[src/rtl/byte_packer.sv]
// Packs an unthrottled byte stream into 32-bit little-endian words and queues
// them in a small FIFO toward a ready/valid consumer; lost words set a sticky flag.
module byte_packer #(
  parameter int DEPTH = 4
) (
  input  logic                       clk,
  input  logic                       rst_n,
  input  logic [7:0]                 data_in,
  input  logic                       valid_in,
  input  logic                       flush,
  output logic [31:0]                word_out,
  output logic [2:0]                 word_bytes,
  output logic                       word_valid,
  input  logic                       word_ready,
  output logic [$clog2(DEPTH):0]     level,
  output logic                       overflow
);

  localparam int PW = (DEPTH > 1) ? $clog2(DEPTH) : 1;
  localparam int LW = $clog2(DEPTH) + 1;
  localparam int EW = 35;

  // Accumulator state
  logic [31:0]   r_acc;
  logic [1:0]    r_idx;

  // FIFO state
  logic [EW-1:0] r_mem [DEPTH];
  logic [PW-1:0] r_wr_ptr;
  logic [PW-1:0] r_rd_ptr;
  logic [LW-1:0] r_level;
  logic          r_overflow;

  // Combinational helpers
  logic [31:0]   w_lane;
  logic [31:0]   w_acc_placed;
  logic          w_push;
  logic [2:0]    w_push_count;
  logic [31:0]   w_push_data;
  logic          w_full;
  logic          w_empty;
  logic          w_pop;
  logic          w_wr_en;
  logic          w_drop;
  logic [EW-1:0] w_head;

  assign w_lane       = 32'(data_in) << {r_idx, 3'b000};
  assign w_acc_placed = valid_in ? (r_acc | w_lane) : r_acc;

  // A word closes on the 4th byte, or on flush when at least one byte is present
  // (counting a byte arriving in the same cycle as the flush).
  assign w_push       = (valid_in && (r_idx == 2'd3)) || (flush && (valid_in || (r_idx != 2'd0)));
  assign w_push_count = valid_in ? ({1'b0, r_idx} + 3'd1) : {1'b0, r_idx};
  assign w_push_data  = w_acc_placed;

  assign w_full   = (r_level == LW'(DEPTH));
  assign w_empty  = (r_level == '0);
  assign w_pop    = !w_empty && word_ready;
  assign w_wr_en  = w_push && (!w_full || w_pop);
  assign w_drop   = w_push && w_full && !w_pop;

  always_ff @(posedge clk or negedge rst_n) begin
    if (!rst_n) begin
      r_acc <= '0;
      r_idx <= '0;
    end else if (w_push) begin
      r_acc <= '0;
      r_idx <= '0;
    end else if (valid_in) begin
      r_acc <= w_acc_placed;
      r_idx <= r_idx + 2'd1;
    end
  end

  // Storage is intentionally left out of reset; only pointers/level define contents.
  always_ff @(posedge clk) begin
    if (w_wr_en) begin
      r_mem[r_wr_ptr] <= {w_push_count, w_push_data};
    end
  end

  always_ff @(posedge clk or negedge rst_n) begin
    if (!rst_n) begin
      r_wr_ptr   <= '0;
      r_rd_ptr   <= '0;
      r_level    <= '0;
      r_overflow <= 1'b0;
    end else begin
      if (w_wr_en) begin
        r_wr_ptr <= r_wr_ptr + PW'(1);
      end
      if (w_pop) begin
        r_rd_ptr <= r_rd_ptr + PW'(1);
      end
      case ({w_wr_en, w_pop})
        2'b10:   r_level <= r_level + LW'(1);
        2'b01:   r_level <= r_level - LW'(1);
        default: r_level <= r_level;
      endcase
      if (w_drop) begin
        r_overflow <= 1'b1;
      end
    end
  end

  assign w_head     = r_mem[r_rd_ptr];
  assign word_valid = !w_empty;
  assign word_out   = w_empty ? 32'd0 : w_head[31:0];
  assign word_bytes = w_empty ? 3'd0  : w_head[34:32];
  assign level      = r_level;
  assign overflow   = r_overflow;

endmodule

[config.mk]
export PLATFORM = sky130hd
export DESIGN_NAME = byte_packer
export DESIGN_NICKNAME = d
export VERILOG_FILES = /design/src/rtl/byte_packer.sv
export SDC_FILE = /design/constraint.sdc
export NUM_CORES = 1
export LEC_CHECK = 0
export CORE_UTILIZATION = 40
export CTS_BUF_LIST = sky130_fd_sc_hd__clkbuf_8
export DETAILED_ROUTE_END_ITERATION = 7
export SETUP_SLACK_MARGIN = 0.02
export SYNTH_ARGS = -nofsm -noshare
export SYNTH_HDL_FRONTEND = slang
export SYNTH_SLANG_ARGS = --single-unit
[constraint.sdc]
create_clock -name clk -period 2.8 [get_ports clk]
set_input_delay 0.56 -clock clk [delete_from_list [all_inputs] [get_ports clk]]
set_output_delay 0.56 -clock clk [all_outputs]
set_load 0.005 [all_outputs]
### Yosys cells after proc, flatten, opt, wreduce, memory -nomap -nowiden

Memories as Yosys holds them, arrays and structs flattened.
Cells that the tools add are included.

* add/subtract/negate cells: 6
* equality and inequality tests: 4
* shift-type cells: 1
* multiplexer cells: 11
* bitwise logic cells: 1
* reductions and logical operators: 16

Operators by type and width (count)
* $mux W32: 4
* $or A32 B32 Y32: 1
* $shl A8 B5 Y32: 1
* $add A2 B1 Y2 const B: 3
* $logic_and A1 B1 Y1: 6
* $mux W3: 2
* $pmux W3 S2: 1
* $reduce_bool A2 Y1: 3
* $eq A2 B2 Y1 const B: 2
* $mux W2: 2
* $add A2 B1 Y3 const B: 1
* $add A3 B1 Y3 const B: 1
* $eq A3 B3 Y1 const B: 1
* $logic_not A1 Y1: 3
* $logic_not A3 Y1: 1
* $logic_or A1 B1 Y1: 3
* $sub A3 B1 Y3 const B: 1
* $eq A2 B1 Y1 const B: 1
* $mux W1: 2

* register bits after elaboration: 42
* bits in writable memories: 140
* input bits: 13
* word-level logic and storage cells: 46
* memories: 1

Memories
* r_mem: depth 4, bits a word 35, read ports 1, clocked after memory_dff 0, write ports 1, line 28 `logic [EW-1:0] r_mem [DEPTH];`

### Longest topological paths before layout

* word-level depth: 7
* gate-level depth with buffers: 11
* depth with buffers taken out: 11

### Least setup slack after synthesis

Ideal clock, no wire load.

* path type: register -> register
* start: register r_idx[0]
* end: memory r_mem[0][0] (enable)
* arrival time: 2.038 ns
* required time: 2.405 ns
* path slack: 0.367 ns
* cell stages (with the launch flop): 6
* buffers on the path: 0
* clock period less this slack: 2.433 ns
* cell sequence: dfrtp_1 > inv_1 > ha_1 > nand2b_1 > a21oi_2 > and2_1

* longest elaborated chain between the ends: 7
* elaborated cells on any way between the ends: 9

Ends and longest elaborated chain
* start: declaration: line 25 `logic [1:0] r_idx;`
* start signal: assignment: line 71 `r_idx <= r_idx + 2'd1;`
* $reduce_bool A2 Y1: line 52 `assign w_push = (valid_in && (r_idx == 2'd3)) || (flush && (valid_in || (r_idx != 2'd0)));`
* $logic_or A1 B1 Y1: line 52
* $logic_and A1 B1 Y1: line 52
* $logic_or A1 B1 Y1 *: line 52
* $logic_and A1 B1 Y1 *: line 59 `assign w_wr_en = w_push && (!w_full || w_pop);`
* $mux W1 *: line 77 `if (w_wr_en) begin`
* $mux W1 (not written as such) *: line 78 `r_mem[r_wr_ptr] <= {w_push_count, w_push_data};`
* end: declaration: line 28

Mark *: on every way between the ends. The rest lies on a longest branch, timed or not.

### Worst setup path after layout

* start: register r_rd_ptr[0]
* end: output word_out[15]

* longest elaborated chain between the ends: 2

Ends and longest elaborated chain
* start: declaration: line 30 `logic [PW-1:0] r_rd_ptr;`
* start signal: assignment: line 93 `r_rd_ptr <= r_rd_ptr + PW'(1);`
* $mem_v2 Z4 W35
* $mux W32: line 108 `assign word_out = w_empty ? 32'd0 : w_head[31:0];`
* end: declaration: line 11 `output logic [31:0] word_out,`

Every way passes these cells.

==> impl_results.md <==
- Clk pin slew, worst setup/hold paths: roughly 80 ps
- Core area: around 18000 um2
- Nets: 489
- RR Startpoint: level[1]
- Clock sink count: 182
- Die area: 18700 um2
- Via density: approximately 5.2
- Least-Margin Pin Slew: ~600 ps
- Max cap viols: 0
- Fillers: 1475
- Critical Path AT: 2140 ps
- Longest Clk Path Bufs: 2
- HPWL after detailed placement: 8516 um
- CTS root buffer: clkbuf_8
- RSZ-0062 raised after global routing: no
- Part of the cycle the worst path needs: a little under 100%
- Largest family of logic cells by synthesized area: multiplexers
- Starting Density: 41.42%
- Multiplexer area fraction after synthesis: 11.51%
- Die Span Y: 136.8 um
- GR Overflow Total: 0
- Initial antenna violation count: 0
- R2R setup slack: just over 600 ps
- Row count: 48
- # setup viols final: 0
- Worst Path Max Fanout: 10
- Final hold violations: 0
- # DRC: 0
- Post-Place Setup Slack: 114.2 ps
- Post-route ant nets: 0
- Detailed Route Iter0 Violations: 219
- Syn Area/Cell: 18.67 um2
- Adder-cell area share of the yosys netlist: 1.481%
- Fmax: 0.3704 GHz
- Vias in the first global route: 3886
- Worst-skew pair later-pin latency: 460 ps
- Hold crit path type: input port to asynchronous set/reset pin
- Crit path kind: flop to primary output
- WL final: 14620 um
- I/O Buffers: 52
- Post-synthesis simple-gate area fraction: around 7.6%
- Most frequent cells in the layout: edfxtp_1 (140), dfrtp_1 (41), and2_1 (36)
- WL per Instance: around 21 um
- Power Dens Cells: about 1100 nW/um2
- Num CTS Buffers: 17
- Via count: 3704
- VDD IR-drop max: 0.6878 mV
- Setup ws final: 100.3 ps
- CP required: between 2000 and 2500 ps
- TritonCTS clock tree: done
- Number of library cell types mapped by synthesis: 32
- Gate Count Post-Synth: 389
- GPL Wtd Cong: 0.7346
- Post-synthesis sequential area ratio: 72.34%
- Pleak: 3.627 nW
- Area growth syn-to-layout: 19.46%
- Post-synthesis xor/xnor area fraction: 0.8440%
- CP endpoint kind: primary output
- Yosys warnings: 0
- Synth Register Bits: approximately 180
- Outcome: finished, final reports clean
- Reg-to-Reg End: level[2]
- Post-Syn Nets: 410
- Most common cell after layout, fill and taps aside: edfxtp_1
- Share of cells above drive strength 1: 21.21%
- Clk_skew: 10.52 ps
- R2R cell count: 9
- Ant diodes: 0
- Worst setup SP type: flop
- Min cycle time layout: between 2000 and 3000 ps
- First-pass GRT wire length: between 20000 and 25000 um
- TNS Setup: 0 ps
- Final slew viol count: 0
- Die W: 136.8 um
- Synth Area in Compound Gates: approximately 3.7%
- GRT Overall Usage: 17.37%
- Pin count of the biggest net entering global routing: 43
- Relative max-transition margin: 59.55%
- # IOs: 53
- Post-Syn Area: 7264 um2
- CTS H-tree depth: 4
- Drt first pass iters: 5
[how the worst max path moves through the flow]
stage / startpoint / endpoint / depth (start not counted)
after global placement: word_ready / level[2] / 10
final: r_rd_ptr[0] / word_out[15] / 5
after CTS: r_rd_ptr[0] / word_out[1] / 4
after global routing: r_rd_ptr[0] / word_out[9] / 5
after floorplan: r_idx[0] / r_mem[0][0] / 5
after detailed placement: word_ready / level[2] / 10
[layout make-up]
type	count	area (um2)	area share, %
clock buffers	18	247.7	2.855
clock inverters	14	145.1	1.672
inverters	8	30.03	0.3460
multi-input cells	177	1824	21.02
flip-flops and latches	182	5256	60.57
well taps	225	281.5	3.244
repair buffers	82	893.4	10.29
[sequential cells by signal (all words and copies together) (netlist names)]
name,cells
r_wr_ptr,2
r_acc,32
r_idx,2
r_mem,140
r_rd_ptr,2
level,3
overflow,1
[through the flow]
stage          total power [mW]  instances  hold slack [ps]  instance area (um2)  util, %
6_report                  9.535        706            179.1                 8678    49.49
5_1_grt                   10.10        706            211.5                 8678    49.49
4_1_cts                   9.498        698            186.7                 8552    48.77
3_5_place_dp              7.798        663            454.8                 8132    46.37
3_3_place_gp              7.698        663            448.8                 8132    46.37
2_1_floorplan             6.156        389            264.4                 7264        -
[synthesized netlist by cell type (all sizes together)]
cell type    n  area, um2
inv          8      30.03
nor2         2      7.510
edfxtp     140       4204
mux4        35      814.5
nor2b        1      6.260
a21oi        1      8.760
and3        33      206.5
or3          1      6.260
a21o        33      247.7
dfrtp       42       1051
nand2        3      11.26
and2        41      256.5
xnor2        3      26.28
nor3b        1      12.51
o21ai        2      10.00
xor2         4      35.03
nand3        2      10.01
ha           7      87.58
mux2i        1      10.01
nand4        1      6.260
nand2b       1      6.260
nor4b        1      8.760
and3b        2      17.52
mux2         1      11.26
buf         13      118.9
clkbuf       9      33.78
fa           1      20.02
[layer usage]
| layer | track usage, % | routed length [um] | vias up |
|---|---|---|---|
| met3 | 3.593 | 728 | 15 |
| met5 | 0 | 0 | - |
| met2 | 28.31 | 7433 | 105 |
| met1 | 22.72 | 6232 | 1930 |
| met4 | 7.160 | 224 | 0 |
| li1 | - | - | 1654 |
[kinds of logic (layout without fill, tap and decap cells)]
group | after synthesis | after routing
buffers and inverters | 30 | 122
muxes | 37 | 37
and+or+nand+nor | 89 | 89
DFF | 182 | 182
xor gates and xnor gates | 7 | 7
AOI/OAI and AO/OA | 36 | 36
adders and majority gates | 8 | 8
[report_power, final]
part / total [mW] / switching, mW / internal (mW)
clock: 1.74 / 0.860 / 0.884
sequential: 4.08 / 0.226 / 3.86
combinational: 3.71 / 1.68 / 2.03
[critical path, cell delays in order (launching register included)]
cell and delay [ps]:
dfrtp_2 450, buf_12 150, buf_12 150, mux4_2 560, and2_4 180, clkdlybuf4s15_1 190
[what timing repair did]
action | 4_1_cts | 5_1_grt
gates resized for setup | 34 | 24
buffers inserted | 1 | 8
pin swaps | 0 | 1
setup endpoints to repair | 35 | 9
gates cloned | 2 | 0
hold buffers | 0 | 0
(Power assumes the default switching activity.)
